File: src/rtl/fifo_pkg.sv
// Shared constants and Gray-code helpers for both pointer handlers of the asynchronous FIFO.
package fifo_pkg;

  localparam int FIFO_PTR_WIDTH = 3;
  localparam int DEPTH          = 2 ** FIFO_PTR_WIDTH;

  // Helpers work on a 32-bit container; callers zero-extend and truncate to their pointer width.
  function automatic logic [31:0] bin2gray(input logic [31:0] bin);
    return bin ^ (bin >> 1);
  endfunction

  function automatic logic [31:0] gray2bin(input logic [31:0] gray);
    logic [31:0] bin;
    bin = gray;
    for (int s = 1; s < 32; s = s * 2) begin
      bin = bin ^ (bin >> s);
    end
    return bin;
  endfunction

endpackage

File: src/rtl/rptr_handler_gray2bin.sv
// Combinational Gray-to-binary converter; each binary bit is the XOR of all Gray bits at or above it.
module gray2bin #(
  parameter int WIDTH = 4
) (
  input  logic [WIDTH-1:0] gray,
  output logic [WIDTH-1:0] bin
);

  for (genvar i = 0; i < WIDTH; i++) begin : g_bit
    assign bin[i] = ^gray[WIDTH-1:i];
  end

endmodule

File: src/rtl/rptr_handler.sv
// Read-side pointer/status block of the asynchronous FIFO: binary and Gray read pointers,
// empty / almost-empty flags, conservative fill count and a sticky underflow flag, all in rclk.
module rptr_handler
  import fifo_pkg::*;
#(
  parameter int PTR_WIDTH = FIFO_PTR_WIDTH,
  parameter int AE_THRESH = 1
) (
  input  logic                 rclk,
  input  logic                 rrst,
  input  logic                 r_en,
  input  logic [PTR_WIDTH:0]   g_wptr_sync,
  input  logic                 underflow_clr,
  output logic [PTR_WIDTH:0]   b_rptr,
  output logic [PTR_WIDTH:0]   g_rptr,
  output logic                 empty,
  output logic                 almost_empty,
  output logic [PTR_WIDTH:0]   rd_count,
  output logic                 underflow
);

  localparam int PW = PTR_WIDTH + 1;

  logic          rd_accept;
  logic [PW-1:0] b_wptr_conv;
  logic [PW-1:0] b_rptr_next;
  logic [PW-1:0] g_rptr_next;
  logic [PW-1:0] rd_count_next;
  logic          empty_next;
  logic          almost_empty_next;

  gray2bin #(.WIDTH(PW)) u_wptr_g2b (
    .gray (g_wptr_sync),
    .bin  (b_wptr_conv)
  );

  // The registered empty gates reads, so a read never races the flag it depends on.
  assign rd_accept         = r_en && !empty;
  assign b_rptr_next       = b_rptr + PW'(rd_accept);
  assign g_rptr_next       = PW'(bin2gray(32'(b_rptr_next)));
  assign empty_next        = (g_rptr_next == g_wptr_sync);
  assign rd_count_next     = b_wptr_conv - b_rptr_next;
  assign almost_empty_next = (32'(rd_count_next) <= 32'(AE_THRESH));

  always_ff @(posedge rclk) begin
    if (rrst) begin
      b_rptr       <= '0;
      g_rptr       <= '0;
      empty        <= 1'b1;
      almost_empty <= 1'b1;
      rd_count     <= '0;
      underflow    <= 1'b0;
    end else begin
      b_rptr       <= b_rptr_next;
      g_rptr       <= g_rptr_next;
      empty        <= empty_next;
      almost_empty <= almost_empty_next;
      rd_count     <= rd_count_next;
      // Set has priority over clear when both happen on the same edge.
      if (r_en && empty) begin
        underflow <= 1'b1;
      end else if (underflow_clr) begin
        underflow <= 1'b0;
      end
    end
  end

endmodule

File: config.mk
export PLATFORM = sky130hd
export DESIGN_NAME = rptr_handler
export DESIGN_NICKNAME = d
export VERILOG_FILES = /design/src/rtl/fifo_pkg.sv /design/src/rtl/rptr_handler_gray2bin.sv /design/src/rtl/rptr_handler.sv
export SDC_FILE = /design/constraint.sdc
export NUM_CORES = 1
export LEC_CHECK = 0
export CAP_MARGIN = 10
export CORE_MARGIN = 2
export CORE_UTILIZATION = 35
export CTS_CLUSTER_DIAMETER = 100
export DETAILED_ROUTE_END_ITERATION = 8
export MAX_ROUTING_LAYER = met4
export PLACE_DENSITY_LB_ADDON = 0.1
export SYNTH_ARGS = -nofsm -noshare
export SYNTH_HDL_FRONTEND = slang
export SYNTH_SLANG_ARGS = --single-unit
File: constraint.sdc
create_clock -name rclk -period 2.9 [get_ports rclk]
set_clock_uncertainty 0.2 [all_clocks]
set_input_delay 0.58 -clock rclk [delete_from_list [all_inputs] [get_ports rclk]]
set_output_delay 0.58 -clock rclk [all_outputs]
set_load 0.02 [all_outputs]
* Word-level counts from Yosys, hierarchy flattened *
Cells that the tools add are included.

cells by class
  $add $sub $neg = 2
  order comparisons = 1
  equality and inequality tests = 1
  mux-type cells = 2
  bitwise logic cells = 1
  reductions and logical operators = 7

operators by type and width
  kind                                                 count
  adder 4 x 1 -> 4 bit                                 1
  == test 4 bit                                        1
  <= comparator 4 x 1 -> 1 bit, second input constant  1
  XOR reduction 4 bit                                  1
  subtractor 4 bit                                     1
  XOR 4 x 3 -> 4 bit                                   1
  XOR reduction 3 bit                                  1
  logical AND 1 bit                                    2
  two-way mux 1 bit                                    2
  nonzero test 2 bit                                   1
  XOR reduction 2 bit                                  1
  zero test 1 bit                                      1

storage, ports and cells
  bits in registers = 15
  bits of input ports = 8

* Depth between registers and ports, before layout *
Gate-level depths: netlist of the first run.

  depth after elaboration = 5
  depth in mapped cells = 12
  gate-level depth less buffers = 11

* Hierarchy *
From an unflattened synthesis of the first run, not the netlist that was laid out.

second synthesis, totals
  cell total of the unflattened synthesis = 75
  area total of the unflattened synthesis = 742.0 sq um

by module, submodules not included
  module        instances  cells an instance  area each (sq um)  seq. area each (sq um)
  rptr_handler  1          70                 691.9              280.3
  gray2bin      1          5                  50.0               0.0

* Worst setup path before layout of the first run *
Ideal clock, no wire load.

  path type = input to register
  start = input g_wptr_sync[3]
  end = register almost_empty
  setup time = 0.135 ns
  arrival time = 2.525 ns
  path slack = 0.041 ns
  stages = 12
  buffers on the path = 1
  cell sequence = clkbuf_2 > xor2_1 > xnor2_1 > xor2_1 > ha_1 > inv_1 > ha_1 > o21bai_1 > a21oi_1 > a211oi_1 > a2111oi_2 > a211oi_2

between the ends
  longest elaborated chain between the ends = 3
  elaborated cells between the ends (all ways) = 5
  those cells by class = 1 x add/sub; 1 x order compare; 3 x reduce/logical

ends and longest elaborated chain
  what                                         RTL line                     source
  from (decl)                                  rptr_handler.sv:12           input logic [PTR_WIDTH:0] g_wptr_sync,
  XOR reduction 4 bit (tied with other cells)  rptr_handler_gray2bin.sv:10  assign bin[i] = ^gray[WIDTH-1:i];
  subtractor 4 bit *                           rptr_handler.sv:42           assign rd_count_next = b_wptr_conv - b_rptr_next;
  <= comparator 4 x 1 -> 1 bit *               rptr_handler.sv:43           assign almost_empty_next = (32'(rd_count_next) <= 32'(AE_THRESH));
  to (signal assigned)                         rptr_handler.sv:57           almost_empty <= almost_empty_next;
  to (decl)                                    rptr_handler.sv:17           output logic almost_empty,

Every way passes the cells marked *; elsewhere a longest branch is shown, timed or not.
A chain may end at the register's enable or synchronous reset.

* Worst setup path in the final report of the first run *
  start = input r_en
  end = register almost_empty

between the ends
  longest elaborated chain between the ends = 4

ends and longest elaborated chain
  what                          RTL line            source
  from (decl)                   rptr_handler.sv:11  input logic r_en,
  logical AND 1 bit             rptr_handler.sv:38  assign rd_accept = r_en && !empty;
  adder 4 x 1 -> 4 bit          rptr_handler.sv:39  assign b_rptr_next = b_rptr + PW'(rd_accept);
  net b_rptr_next[1]            rptr_handler.sv:26  logic [PW-1:0] b_rptr_next;
  subtractor 4 bit              rptr_handler.sv:42
  <= comparator 4 x 1 -> 1 bit  rptr_handler.sv:43

The timed path passes the listed nets, and every way through them passes these cells.

==> results.ini, run 1 <==
[worst_setup_path]
required_ps = 2850
critical_path.slowest_cell = sky130_fd_sc_hd__clkdlybuf4s50_1
cp_max_fo = 2
crit_path_frequent_cell = sky130_fd_sc_hd__ha_4
critPathArrivalTime_ps = 2750
timing.critical_path.buf_inv = 1
worstSetupEndpointType = flop
critPathTopFamily = compound AO/OA/AOI/OAI gates
cp_cell_sequence = clkdlybuf4s50_1, nor2b_4, ha_4, ha_4, xor2_1, ha_2, o21bai_2, a21oi_2, a211oi_1, a2111oi_2, a211oi_2
ff2ff_setup_slack_ps = 540
crit_path_start_kind = primary input
cp_slowest_stage_delay_ps = 470
worst-setup-path-type = primary input to flop

[floorplan]
design.core.area_mm2 = 0.001962
design.die.area_mm2 = 0.002469
std_cell_rows = 16
die-width_um = 49.69
floorplan.io_pins = 23
chipHeight_um = 49.69
initial_core_utilization_pct = 37.24

[clocking]
ctsRootBufferMaster = sky130_fd_sc_hd__clkbuf_4
clock_pin_slew_on_the_worst_setup_and_hold_paths_ps = 80
clock_buffers_created_by_tritoncts = 3
cts_sinks = 14
post_cts_hold_buffer_count = 0
clk_path_buf_depth = 2
htreeDepth = 1
insertion_delay_ps = 270
cts_tree = yes

[synthesis]
synth_cell_type_count = 28
synth.net_count = 89
ys.flop_type = sky130_fd_sc_hd__dfxtp_1
synth.yosys.warnings = 0
syn_area_per_cell_um2 = 9.490
synthCells = 77
yosysTopAreaCellShare_pct = 38.36
number_of_synthesized_flops_with_an_enable_pin = 0
synth_area_leader_cell = sky130_fd_sc_hd__dfxtp_1
netlist_area_um2 = 730.7
yosysSeqAreaShare_pct = 38.36
yosys_register_bits = 14
ys_top_cells_by_area = sky130_fd_sc_hd__dfxtp_1, sky130_fd_sc_hd__xnor2_1, sky130_fd_sc_hd__xor2_1, sky130_fd_sc_hd__ha_1, sky130_fd_sc_hd__nor2_1
most_instantiated_library_cell_after_synthesis = sky130_fd_sc_hd__dfxtp_1
ys_async_sr_fraction_pct = 0
netlist_top_cells_count = sky130_fd_sc_hd__dfxtp_1, sky130_fd_sc_hd__xnor2_1, sky130_fd_sc_hd__nor2_1

[worst_hold_path]
worst_hold_path_type = flop to flop

[grt]
globalRouteOverflowTotal = 0
grt_first_pass_wirelength_um = 2435
via_count_of_the_first_global_routing_pass = 581
globalRouteTotalUtil_pct = 13.42
grt_max_degree = 13
antenna_found_initial = 0

[drt]
total_via_count_in_the_routed_design = 626
detail_route.first_pass.iterations = 4
remaining_antenna_violation_count_after_routing = 0
finalWirelength_um = 1485
detailed_route_iter0_violations = 8
route.detailed.drc = 0
vias_per_cell = 4.569
drt-wirelength-per-cell_um = 10.84

[power]
netSwitchingFraction_pct = 29.40
cell_leakage_power_nw = 0.4593
netSwitchingPower_w = 0.0001489
p_seq_share_pct = 43.1
cell_internal_pwr_w = 0.0003577
total_power_w = 0.0005066
ir_worst_vdd_mv = 0.2390
pwr-share-clk_pct = 20.7
power_per_cell_area_mw_per_mm2 = 445.4
comb_power_share_pct = 36.3

[sta]
min_period_ps = 2799
timing_worst_slew_pin_value_ps = 467.5
fin_crit_sh_pct = 96.52
fmax_mhz = 357.3
final_number_of_max_transition_violations = 0
finalSetupViolCount = 0
timing.final.hold_violations = 0
timing.final.ws_setup_ps = 100.8
slew_headroom_pct = 68.74

[finish]
multi_input_comb_area_um2 = 478.0
layout-drive-gt1-share_pct = 26.36
diodes = 0
nFillCells = 192
final_net_count = 124
area_growth_syn_to_layout_pct = 55.65
regArea_um2 = 280.3

[placement]
port_buffers = 22
gp_congestion = 0.7536
detailedPlace.worstSlack_ps = -410.7
hpwl_um = 1171

[job]
timing.max_cap.violations = 0

[outcome]
outcome = completed

==> kinds of logic after synthesis <==
family / Yosys count / share of synthesized area [%]
and+or+nand+nor: 24 / 15.92
buffers and inverters: 6 / 4.110
adders and majority gates: 5 / 8.391
muxes: 1 / 1.370
xor gates and xnor gates: 16 / 20.21
AOI/OAI and AO/OA: 11 / 11.64
DFF: 14 / 38.36
==> placed cells by master, fill, tap and decap left out, types with 2 or more instances in the layout <==
| cell | count |
|---|---|
| sky130_fd_sc_hd__ha_4 | 2 |
| sky130_fd_sc_hd__buf_4 | 12 |
| sky130_fd_sc_hd__a211oi_1 | 2 |
| sky130_fd_sc_hd__inv_1 | 2 |
| sky130_fd_sc_hd__a21oi_2 | 2 |
| sky130_fd_sc_hd__clkdlybuf4s50_1 | 20 |
| sky130_fd_sc_hd__dlymetal6s2s_1 | 2 |
| sky130_fd_sc_hd__nor3_1 | 3 |
| sky130_fd_sc_hd__dfxtp_1 | 14 |
| sky130_fd_sc_hd__xnor2_1 | 8 |
| sky130_fd_sc_hd__nand2_1 | 4 |
| sky130_fd_sc_hd__xor2_1 | 5 |
| sky130_fd_sc_hd__a21oi_1 | 2 |
| sky130_fd_sc_hd__nor2_1 | 8 |
| sky130_fd_sc_hd__nor2b_1 | 3 |
| sky130_fd_sc_hd__xnor2_2 | 2 |
| sky130_fd_sc_hd__clkbuf_4 | 3 |
==> final timing paths <==
path              startpoint            to  cells past startpoint
setup / recovery        r_en  almost_empty                     11
hold / removal     underflow     underflow                      2
setup reg to reg       empty  almost_empty                     10
hold reg to reg    underflow     underflow                      2
==> timing repair <==
action | in CTS | in global routing
pin swaps | 1 | 3
buffers inserted | 0 | 1
endpoints found under the setup margin | 2 | 2
gates resized for setup | 1 | 11
==> worst min-delay path: stages (launching register included) <==
cell and delay (ps):
sky130_fd_sc_hd__dfxtp_1 310, sky130_fd_sc_hd__nand2b_1 60, sky130_fd_sc_hd__a21oi_1 50
==> state kept, by name, indices dropped and copies added (netlist names) <==
| name | flops |
|---|---|
| empty | 1 |
| almost_empty | 1 |
| g_rptr | 3 |
| b_rptr | 4 |
| rd_count | 4 |
| underflow | 1 |
==> cell type report <==
type	instances	area share, %
clock buffer	3	1.980
inverter	2	0.6601
sequential	14	24.64
tap	27	2.970
timing repair buffer	34	27.72
multi-input combinational	57	42.02
==> power by group through the flow <==
stage	Combinational (W)	Sequential [W]	Clock [W]
3_3_place_gp	0.000172	0.000221	0
3_5_place_dp	0.000173	0.000222	0
4_1_cts	0.000175	0.000217	0.000111
5_1_grt	0.000200	0.000221	0.000120
2_1_floorplan	0.0000716	0.000246	0
6_report	0.000184	0.000218	0.000105
==> per-layer routing <==
metal / vias to the layer above / global-route usage (%) / wire [um]
met2: 15 / 20.67 / 679
met4: 0 / 8.333 / 24
met1: 286 / 16.35 / 729
li1: 323 / - / -
met5: - / - / 0
met3: 2 / 2.121 / 52
==> through the flow <==
| step | std cells | instance area [um^2] | util [%] | setup TNS, ps | hold slack (ps) |
|---|---|---|---|---|---|
| floorplan | 77 | 730.7 | - | 0 | 342.5 |
| global placement | 133 | 1045 | 53.25 | -756.0 | 258.7 |
| detailed placement | 133 | 1045 | 53.25 | -949.9 | 262.9 |
| CTS | 136 | 1075 | 54.78 | 0 | 274.3 |
| global route | 137 | 1137 | 57.97 | -11.88 | 304.0 |
| finish | 137 | 1137 | 57.97 | 0 | 268.7 |
Note: power is estimated with default switching activity, not from simulation.
==> run 2: changes to the inputs <==
clock period = 3 ns   (was 2.9 ns; I/O delays follow)
==> run 2 against run 1 <==
Net effect: count of clock-buffer cells in the layout is the same; first-iteration DRC count shrank 25%; global-route usage grew 2.3 points; power shrank 3.0%; sequential power shrank 3%; flip-flop and latch count is the same; sequential share of layout area shrank 0.16 points; worst setup slack gained 42 ps; hold slack gained 1.3 ps; critical path depth is the same; non-clock buffer count grew 2; via count grew 0.16%; highest routed layer unchanged.
==> results.ini, run 2 (synthesized netlist as in run 1, its figures left out) <==
[floorplan]
std_cell_rows = 16  ; unchanged
floorplan.io_pins = 23  ; unchanged
chipHeight_um = 49.69  ; unchanged
design.die.area_mm2 = 0.002469  ; unchanged
initial_core_utilization_pct = 37.24  ; unchanged
design.core.area_mm2 = 0.001962  ; unchanged
die-width_um = 49.69  ; unchanged

[power]
power_per_cell_area_mw_per_mm2 = 429.4  ; was 445.4 mW/mm^2
cell_leakage_power_nw = 0.4691  ; was 0.4593 nW
ir_worst_vdd_mv = 0.2464  ; was 0.2390 mV

[drt]
total_via_count_in_the_routed_design = 627  ; was 626
vias_per_cell = 4.511  ; was 4.569
drt-wirelength-per-cell_um = 11.42  ; was 10.84 um
route.detailed.drc = 0  ; unchanged
remaining_antenna_violation_count_after_routing = 0  ; unchanged
detail_route.first_pass.iterations = 4  ; unchanged
detailed_route_iter0_violations = 6  ; was 8
finalWirelength_um = 1588  ; was 1485 um

[sta]
final_number_of_max_transition_violations = 0  ; unchanged
min_period_ps = 2857
timing_worst_slew_pin_value_ps = 482.9  ; was 467.5 ps
fin_crit_sh_pct = 95.25
fmax_mhz = 350.0
rsz0062_at_grt = false
slew_headroom_pct = 67.71  ; was 68.74%
finalSetupViolCount = 0  ; unchanged
tns_ps = 0  ; unchanged
timing.final.hold_violations = 0  ; unchanged

[clocking]
clk_path_buf_depth = 2  ; unchanged
clock_pin_slew_on_the_worst_setup_and_hold_paths_ps = 80  ; about the same
ctsRootBufferMaster = sky130_fd_sc_hd__clkbuf_4  ; unchanged
clock_buffers_created_by_tritoncts = 3  ; unchanged
htreeDepth = 1  ; unchanged
insertion_delay_ps = 270  ; about the same
post_cts_hold_buffer_count = 0  ; unchanged
cts_sinks = 14  ; unchanged
cts_tree = yes  ; unchanged

[placement]
place_area_mm2 = 0.001052  ; was 0.001045 mm^2
gp_congestion = 0.7709  ; was 0.7536
port_buffers = 22  ; unchanged
hpwl_um = 1234  ; was 1171 um
placed_cells_incl_taps = 134  ; was 133

[finish]
final_common_cell = sky130_fd_sc_hd__clkdlybuf4s50_1  ; unchanged
area_growth_syn_to_layout_pct = 56.68  ; was 55.65%
regArea_um2 = 280.3  ; unchanged
post_layout_nonfiller_instances = 139  ; was 137
final_net_count = 126  ; was 124
nFillCells = 193  ; was 192
largest_registers = b_rptr: 4 flops, rd_count: 4 flops, g_rptr: 3 flops  ; unchanged
layout.cell_area.non_filler_mm2 = 0.001145  ; was 0.001137 mm^2
diodes = 0  ; unchanged
layout-drive-gt1-share_pct = 25.89  ; was 26.36%
final_cell_mix = sky130_fd_sc_hd__clkdlybuf4s50_1, sky130_fd_sc_hd__dfxtp_1, sky130_fd_sc_hd__buf_4, sky130_fd_sc_hd__xnor2_1, sky130_fd_sc_hd__nor2_1  ; unchanged
multi_input_comb_area_um2 = 470.5  ; was 478.0 um^2
share_of_the_core_filled_with_cells_pct = 58.35  ; was 57.97%

[grt]
grt_max_degree = 13  ; unchanged
globalRouteOverflowTotal = 0  ; unchanged
grt_first_pass_wirelength_um = 2822  ; was 2435 um
antenna_found_initial = 0  ; unchanged
via_count_of_the_first_global_routing_pass = 635  ; was 581
globalRouteTotalUtil_pct = 15.72  ; was 13.42%

[job]
timing.max_cap.violations = 0  ; unchanged

[worst_hold_path]
worst_hold_path_type = flop to flop  ; unchanged

[worst_setup_path]
crit_path_start_kind = primary input  ; unchanged
required_ps = 2940  ; was 2850 ps
critPathArrivalTime_ps = 2800  ; was 2750 ps
crit_path_frequent_cell = sky130_fd_sc_hd__ha_4  ; unchanged
cp_cell_sequence = clkdlybuf4s50_1, nor2b_4, ha_4, ha_4, xor2_1, ha_2, o21bai_1, a21oi_1, a211oi_1, a2111oi_2, a211oi_2  ; was clkdlybuf4s50_1, nor2b_4, ha_4, ha_4, xor2_1, ha_2, o21bai_2, a21oi_2, a211oi_1, a2111oi_2, a211oi_2
critical_path.slowest_cell = sky130_fd_sc_hd__clkdlybuf4s50_1  ; unchanged
timing.critical_path.buf_inv = 1  ; unchanged
worstSetupEndpointType = flop  ; unchanged
critPathTopFamily = compound AO/OA/AOI/OAI gates  ; unchanged
worst-setup-path-type = primary input to flop  ; unchanged
cp_max_fo = 2  ; unchanged
cp_slowest_stage_delay_ps = 480  ; was 470 ps

[outcome]
outcome = completed  ; unchanged

run 2: changes by cell type in the layout (fill, tap and decap cells not counted):
cell	previous run	this run
sky130_fd_sc_hd__a21oi_1	2	3
sky130_fd_sc_hd__a21oi_2	2	1
sky130_fd_sc_hd__o21bai_1	0	1
sky130_fd_sc_hd__o21bai_2	1	0
sky130_fd_sc_hd__buf_4	12	14
run 2: where the power goes:
| group | switching [W] | internal, W | total (W) |
|---|---|---|---|
| Sequential | 0.00000687 | 0.000204 | 0.000211 |
| Clock | 0.0000537 | 0.0000464 | 0.000100 |
| Combinational | 0.0000831 | 0.0000974 | 0.000181 |
run 2: worst reg2reg max path: stages, from the launching register on:
cell	delay (ps)
sky130_fd_sc_hd__dfxtp_1	390
sky130_fd_sc_hd__nor2b_4	60
sky130_fd_sc_hd__ha_4	170
sky130_fd_sc_hd__ha_4	210
sky130_fd_sc_hd__xor2_1	160
sky130_fd_sc_hd__ha_2	190
sky130_fd_sc_hd__o21bai_1	160
sky130_fd_sc_hd__a21oi_1	120
sky130_fd_sc_hd__a211oi_1	70
sky130_fd_sc_hd__a2111oi_2	470
sky130_fd_sc_hd__a211oi_2	60
run 2: worst paths after layout:
check	start	end	slack (ps)	cells past startpoint
setup reg to reg	empty	almost_empty	620	10
hold reg to reg	underflow	underflow	270	2
hold / removal	underflow	underflow	270	2
setup / recovery	r_en	almost_empty	140	11
run 2: per-layer routing:
layer  global-route usage, %  vias to the layer above  share of wire (%)
met2                   23.11                       13                 47
met3                   2.424                        2                4.1
met5                       -                        -                  0
li1                        -                      324                  -
met1                   19.59                      288                 47
met4                   11.11                        0                1.4
run 2: stage by stage:
step,hold slack (ps),total power [W],worst slack [ps]
detailed placement,264.5,0.0003850,-311.3
finish,270.0,0.0004916,142.6
floorplan,342.5,0.0003070,120.6
global route,297.7,0.0005228,3.840
global placement,258.1,0.0003840,-235.2
CTS,275.5,0.0004887,55.40
run 2: final cells by class:
type	count	share of cell area (%)
flip-flops and latches	14	24.48
inverters	2	0.6557
multi-input cells	57	41.09
repair buffers	36	28.85
well taps	27	2.951
clock buffers	3	1.967
run 2: what timing repair did:
| action | in CTS | in global routing |
|---|---|---|
| pin swaps | 1 | 3 |
| gates cloned | 0 | 0 |
| setup buffers | 0 | 2 |
| gates resized for setup | 0 | 10 |
| setup endpoints to repair | 1 | 2 |
